<file path="config.mk">
export PLATFORM = sky130hd
export DESIGN_NAME = rf_sync_regfile
export DESIGN_NICKNAME = d
export VERILOG_FILES = /design/src/rtl/rf_sync_regfile.sv
export SDC_FILE = /design/constraint.sdc
export NUM_CORES = 1
export LEC_CHECK = 0
export BUFFER_PORTS_ARGS = -buffer_cell sky130_fd_sc_hd__buf_4
export CORE_MARGIN = 3
export CORE_UTILIZATION = 56
export CTS_CLUSTER_SIZE = 24
export DETAILED_ROUTE_END_ITERATION = 6
export PLACE_DENSITY = 0.86
export SYNTH_ARGS = -nofsm -noshare
export SYNTH_HDL_FRONTEND = slang
export SYNTH_SLANG_ARGS = --single-unit
</file>
<file path="constraint.sdc">
create_clock -name clk -period 5 [get_ports clk]
set_input_delay 1 -clock clk [delete_from_list [all_inputs] [get_ports clk]]
set_output_delay 1 -clock clk [all_outputs]
set_load 0.02 [all_outputs]
</file>
<file path="src/rtl/rf_sync_regfile.sv">
// Configuration register file fed by the SPI peripheral's memory port.
// The SCK-domain write strobe is synchronised into clk and edge-detected,
// so each spi_we high period causes exactly one byte-masked write. The top
// register is read-only and holds {status_q, wr_cnt}. Reads are combinational.
module rf_sync_regfile #(
  parameter int                  RF_AWIDTH = 3,
  parameter int                  RF_WIDTH  = 32,
  parameter int                  RF_MASK   = RF_WIDTH / 8,
  parameter logic [RF_WIDTH-1:0] RESET_VAL = '0
) (
  input  logic                                 clk,
  input  logic                                 rst_n,
  input  logic                                 spi_we,
  input  logic [RF_AWIDTH-1:0]                 spi_addr,
  input  logic [RF_WIDTH-1:0]                  spi_wdata,
  input  logic [RF_MASK-1:0]                   spi_wmask,
  output logic [RF_WIDTH-1:0]                  spi_rdata,
  input  logic [RF_WIDTH-9:0]                  status_i,
  output logic [(1<<RF_AWIDTH)*RF_WIDTH-1:0]   cfg_o,
  output logic                                 cfg_upd_o,
  output logic [RF_AWIDTH-1:0]                 cfg_upd_idx_o,
  output logic                                 ro_err_o
);

  localparam int                   NUM_REGS = 1 << RF_AWIDTH;
  localparam int                   RO_IDX   = NUM_REGS - 1;
  localparam logic [RF_AWIDTH-1:0] RO_ADDR  = RF_AWIDTH'(RO_IDX);

  logic                 r_s1, r_s2, r_s3;
  logic                 w_wr_stb;
  logic                 w_ro_hit;
  logic [RF_WIDTH-1:0]  r_regs [NUM_REGS-1];
  logic [RF_WIDTH-9:0]  r_status;
  logic [7:0]           r_wr_cnt;
  logic                 r_upd;
  logic [RF_AWIDTH-1:0] r_upd_idx;
  logic                 r_ro_err;
  logic [RF_WIDTH-1:0]  w_words [NUM_REGS];

  // s1/s2 resynchronise spi_we; s3 delays s2 so only its rising edge writes.
  always_ff @(posedge clk or negedge rst_n) begin
    if (!rst_n) begin
      r_s1 <= 1'b0;
      r_s2 <= 1'b0;
      r_s3 <= 1'b0;
    end else begin
      r_s1 <= spi_we;
      r_s2 <= r_s1;
      r_s3 <= r_s2;
    end
  end

  assign w_wr_stb = r_s2 & ~r_s3;
  assign w_ro_hit = (spi_addr == RO_ADDR);

  // RW array: byte-masked update of the addressed register on the strobe.
  // Address/data are sampled directly; the SPI side holds them while spi_we is high.
  always_ff @(posedge clk or negedge rst_n) begin
    if (!rst_n) begin
      for (int i = 0; i < NUM_REGS - 1; i++) r_regs[i] <= RESET_VAL;
    end else if (w_wr_stb) begin
      for (int i = 0; i < NUM_REGS - 1; i++) begin
        if (spi_addr == RF_AWIDTH'(i)) begin
          for (int b = 0; b < RF_MASK; b++) begin
            if (spi_wmask[b]) r_regs[i][8*b +: 8] <= spi_wdata[8*b +: 8];
          end
        end
      end
    end
  end

  // Status sampling, write counter, update pulse and sticky RO-write flag.
  always_ff @(posedge clk or negedge rst_n) begin
    if (!rst_n) begin
      r_status  <= '0;
      r_wr_cnt  <= '0;
      r_upd     <= 1'b0;
      r_upd_idx <= '0;
      r_ro_err  <= 1'b0;
    end else begin
      r_status <= status_i;
      r_upd    <= 1'b0;
      if (w_wr_stb) begin
        if (w_ro_hit) begin
          r_ro_err <= 1'b1;
        end else begin
          r_wr_cnt  <= r_wr_cnt + 8'd1;
          r_upd     <= 1'b1;
          r_upd_idx <= spi_addr;
        end
      end
    end
  end

  // Full register image, RO word in the top slot.
  always_comb begin
    for (int i = 0; i < NUM_REGS - 1; i++) w_words[i] = r_regs[i];
    w_words[RO_IDX] = {r_status, r_wr_cnt};
  end

  genvar gi;
  generate
    for (gi = 0; gi < NUM_REGS; gi++) begin : g_cfg
      assign cfg_o[gi*RF_WIDTH +: RF_WIDTH] = w_words[gi];
    end
  endgenerate

  assign spi_rdata     = w_words[spi_addr];
  assign cfg_upd_o     = r_upd;
  assign cfg_upd_idx_o = r_upd_idx;
  assign ro_err_o      = r_ro_err;

endmodule

</file>
==> run summary <==
Port-buffer cells: 358
Synthesis-to-layout area growth: 32.8%
Headroom to the max-slew limit: 0.247
Final number of setup-violating endpoints: 0
Setup tns final: 0 ns
Clock tree from TritonCTS: yes
Register clock-pin slew on the reported worst setup and hold paths: 0.06 ns
Worst hold margin: 0.369 ns
Number of core rows: 52
Post-layout min period: 4.08 ns
Post-placement cell area: 14,600 um2
Crit path required time: 4.00 ns
Number of primary I/O pins: 359
Sequential cell area in the final layout: 6610 um2
Footprint of the multi-input gates: 4930 um2
Final Max Tran Viols: 0
Via count: 7,885
Cell count after synthesis: 688
DIE HEIGHT: 151 um
Root buffer cell: sky130_fd_sc_hd__clkbuf_16
Area of all placed cells without fillers: 15,600 um2
Crit. Startpoint: spi_addr[0]
Power per Cell Area: 465 nW/um2
Routed wire per std cell: 25.0 um
Hold Buf Count CTS: 0
Post-layout net count: 1,114
Capture point of the critical path: spi_rdata[3]
Filler cell count in the final layout: 1,276
R2R setup slack: 2.49 ns
Initial standard-cell utilization of the core: 0.574
Starting DRC count in detailed routing: 410
Total global-route track usage: 0.290
Layout cells sized above 1: 0.701
Number of search-and-repair iterations in the first detailed-routing pass: 4
Last weighted congestion value of the routability-driven placer: 0.837
Net count after synthesis: 755
Most used cells in the layout excluding fill and tap cells: sky130_fd_sc_hd__buf_4 (358), sky130_fd_sc_hd__dfrtp_1 (264), sky130_fd_sc_hd__mux2_2 (251)
Number of cells on the worst reg-to-reg path: 3
Launch instance of the worst min-delay path: r_s1$_DFF_PN0_
Number of buffers created by CTS: 27
Overflow left after global routing: 0
Summed instance area of the synthesized netlist: 11,700 um2
Clk sinks: 264
Number of cells upsized or downsized after cts: 0
Number of antenna violations at the first check in global routing: 0
Hpwl dp: 23.9 mm
Final Hold Fails: 0
Placeable Area: 20,400 um2
Synthesized flop and latch total: 264
CP endpoint kind: output pin
Leading cell type in the layout, fill and taps excluded: sky130_fd_sc_hd__buf_4
Max-cap check violation count: 0
DRC violation count after routing: 0
Worst-case clock buffer depth: 3
Die boundary width: 151 um
Placed insts: 1,288
Type of origin of the critical path: input port
WL final: 33.4 mm
Portion of the post-synthesis area used by sequential elements: 0.563
Drt via density: 5.90
Library cells used by synthesis: 35
Minimum setup slack in the final design: 0.915 ns
Global-route wire length before repair: 50.2 mm
Cell Count, Final, Fillers Out: 1,337
Clock network latency to the later pin of the worst-skew pair: 0.53 ns
Post-route ant nets: 0
Worst setup path class: in -> out
Clk_skew: 0.0116 ns
Worst supply voltage drop on vdd: 0.294 mV
Result of the run: finished, final reports clean
Slew at the pin with the worst max-slew slack: 1.13 ns
Vias in the first global route: 8,349
Pleak: 7.49 nW
Yosys synthesis warning count: 0
Highest fanout seen on the critical path: 46
Pre-CTS setup slack: 0.913 ns
Die area: 22,700 um2
Post-route fraction of the period consumed by the critical path: 0.817
Average cell area after synthesis: 17.0 um2
Terminus of the critical flop-to-flop path: cfg_o[151]$_DFFE_PN0P_
Startpoint of the worst-slack reg-to-reg timing path: r_s2$_DFF_PN0_
Setup repair after global routing missed its margin: false
Ant diodes: 0
Setup fix buffers added after clock tree synthesis: 0
Endpoint arrival time on the critical path: 3.08 ns
Largest net degree at the start of global routing: 136
Maximum clock frequency: 245 MHz
H-Tree Level Count: 1
Min-delay worst type: reg -> reg
-- routing by layer --
| metal | vias up | global-route usage | share of wire |
|---|---|---|---|
| li1 | 3317 | - | - |
| met1 | 4140 | 0.386 | 0.38 |
| met2 | 371 | 0.503 | 0.52 |
| met3 | 57 | 0.0494 | 0.074 |
| met4 | 0 | 0.0712 | 0.022 |
| met5 | - | 0 | 0 |
-- worst min-delay path by stage --
stage                                end  slack [ns]  depth (start not counted)
after floorplan           r_s2$_DFF_PN0_        0.33                          0
after global placement    r_s2$_DFF_PN0_        0.34                          0
after detailed placement  r_s2$_DFF_PN0_        0.35                          0
after CTS                 r_s2$_DFF_PN0_        0.37                          0
after global routing      r_s2$_DFF_PN0_        0.37                          0
final                     r_s2$_DFF_PN0_        0.37                          0
-- cells by family (layout without fill, tap and decap cells) --
logic type | after synthesis | after routing | share of synthesized area
AO/OA/AOI/OAI | 4 | 4 | 0.00310
adder cells (fa/ha/maj) | 1 | 1 | 0.00107
XOR/XNOR | 7 | 7 | 0.00523
AND/OR/NAND/NOR | 58 | 58 | 0.0413
multiplexers | 321 | 321 | 0.370
buffers and inverters | 33 | 412 | 0.0161
flip-flops | 264 | 264 | 0.563
-- area by class of cell --
| class | count | area share |
|---|---|---|
| clock buffers | 38 | 0.0505 |
| repair buffers | 362 | 0.177 |
| clock inverters | 11 | 0.00916 |
| multi-input cells | 391 | 0.317 |
| flip-flops and latches | 264 | 0.424 |
| inverters | 1 | 0.000241 |
| well taps | 270 | 0.0217 |
-- critical path, cell delays in order --
cell and delay (ns):
sky130_fd_sc_hd__buf_4 0.72, sky130_fd_sc_hd__buf_12 0.31, sky130_fd_sc_hd__mux4_2 0.55, sky130_fd_sc_hd__mux2_2 0.30, sky130_fd_sc_hd__buf_4 0.16
-- cell usage after synthesis --
library cell | instances | area share
sky130_fd_sc_hd__dfrtp_1 | 264 | 0.56
sky130_fd_sc_hd__mux2_2 | 251 | 0.24
sky130_fd_sc_hd__mux4_2 | 64 | 0.12
sky130_fd_sc_hd__buf_2 | 13 | 0.0055
sky130_fd_sc_hd__nand2_1 | 10 | 0.0032
sky130_fd_sc_hd__buf_4 | 7 | 0.0045
sky130_fd_sc_hd__nand2_2 | 7 | 0.0037
sky130_fd_sc_hd__clkbuf_1 | 6 | 0.0019
sky130_fd_sc_hd__mux2_1 | 6 | 0.0058
sky130_fd_sc_hd__nor2_2 | 6 | 0.0032
sky130_fd_sc_hd__nand4b_4 | 4 | 0.0081
sky130_fd_sc_hd__nor2_4 | 4 | 0.0038
sky130_fd_sc_hd__nor3_4 | 4 | 0.0055
sky130_fd_sc_hd__xor2_1 | 4 | 0.0030
sky130_fd_sc_hd__buf_1 | 3 | 0.00096
sky130_fd_sc_hd__buf_6 | 3 | 0.0029
sky130_fd_sc_hd__nand2b_1 | 3 | 0.0016
sky130_fd_sc_hd__nand3_1 | 3 | 0.0013
sky130_fd_sc_hd__nor4bb_1 | 3 | 0.0026
sky130_fd_sc_hd__xnor2_1 | 3 | 0.0022
sky130_fd_sc_hd__and3_1 | 2 | 0.0011
sky130_fd_sc_hd__nor2_1 | 2 | 0.00064
sky130_fd_sc_hd__nor2b_1 | 2 | 0.0011
sky130_fd_sc_hd__nor3_1 | 2 | 0.00085
sky130_fd_sc_hd__o22a_1 | 2 | 0.0015
sky130_fd_sc_hd__a2bb2oi_1 | 1 | 0.00075
sky130_fd_sc_hd__a41o_1 | 1 | 0.00085
sky130_fd_sc_hd__and2_0 | 1 | 0.00053
sky130_fd_sc_hd__and4b_1 | 1 | 0.00085
sky130_fd_sc_hd__and4bb_2 | 1 | 0.0011
sky130_fd_sc_hd__ha_1 | 1 | 0.0011
sky130_fd_sc_hd__inv_1 | 1 | 0.00032
sky130_fd_sc_hd__nand3b_1 | 1 | 0.00064
sky130_fd_sc_hd__nand4_1 | 1 | 0.00053
sky130_fd_sc_hd__nand4bb_1 | 1 | 0.00096
-- registers in the layout (all words and copies together) (netlist names) --
name	flops
cfg_upd_o	1
cfg_o	224
r_wr_cnt	8
r_status	24
r_s1	1
cfg_upd_idx_o	3
r_s3	1
ro_err_o	1
r_s2	1
-- where the power goes --
group          total, mW  leakage (nW)  switching, mW  internal, mW
Sequential          2.96          3.33          0.428          2.53
Clock               2.08         0.455          0.829          1.25
Combinational       2.20          3.70           1.09          1.11
Total               7.24          7.49           2.35          4.89
-- per-stage QoR --
| stage | total power, mW | utilization |
|---|---|---|
| 5_1_grt | 7.52 | 0.762 |
| 4_1_cts | 7.28 | 0.762 |
| 3_3_place_gp | 5.13 | 0.717 |
| 2_1_floorplan | 4.06 | - |
| 6_report | 7.24 | 0.762 |
| 3_5_place_dp | 5.19 | 0.717 |
Power figures use the tool's default switching activity.
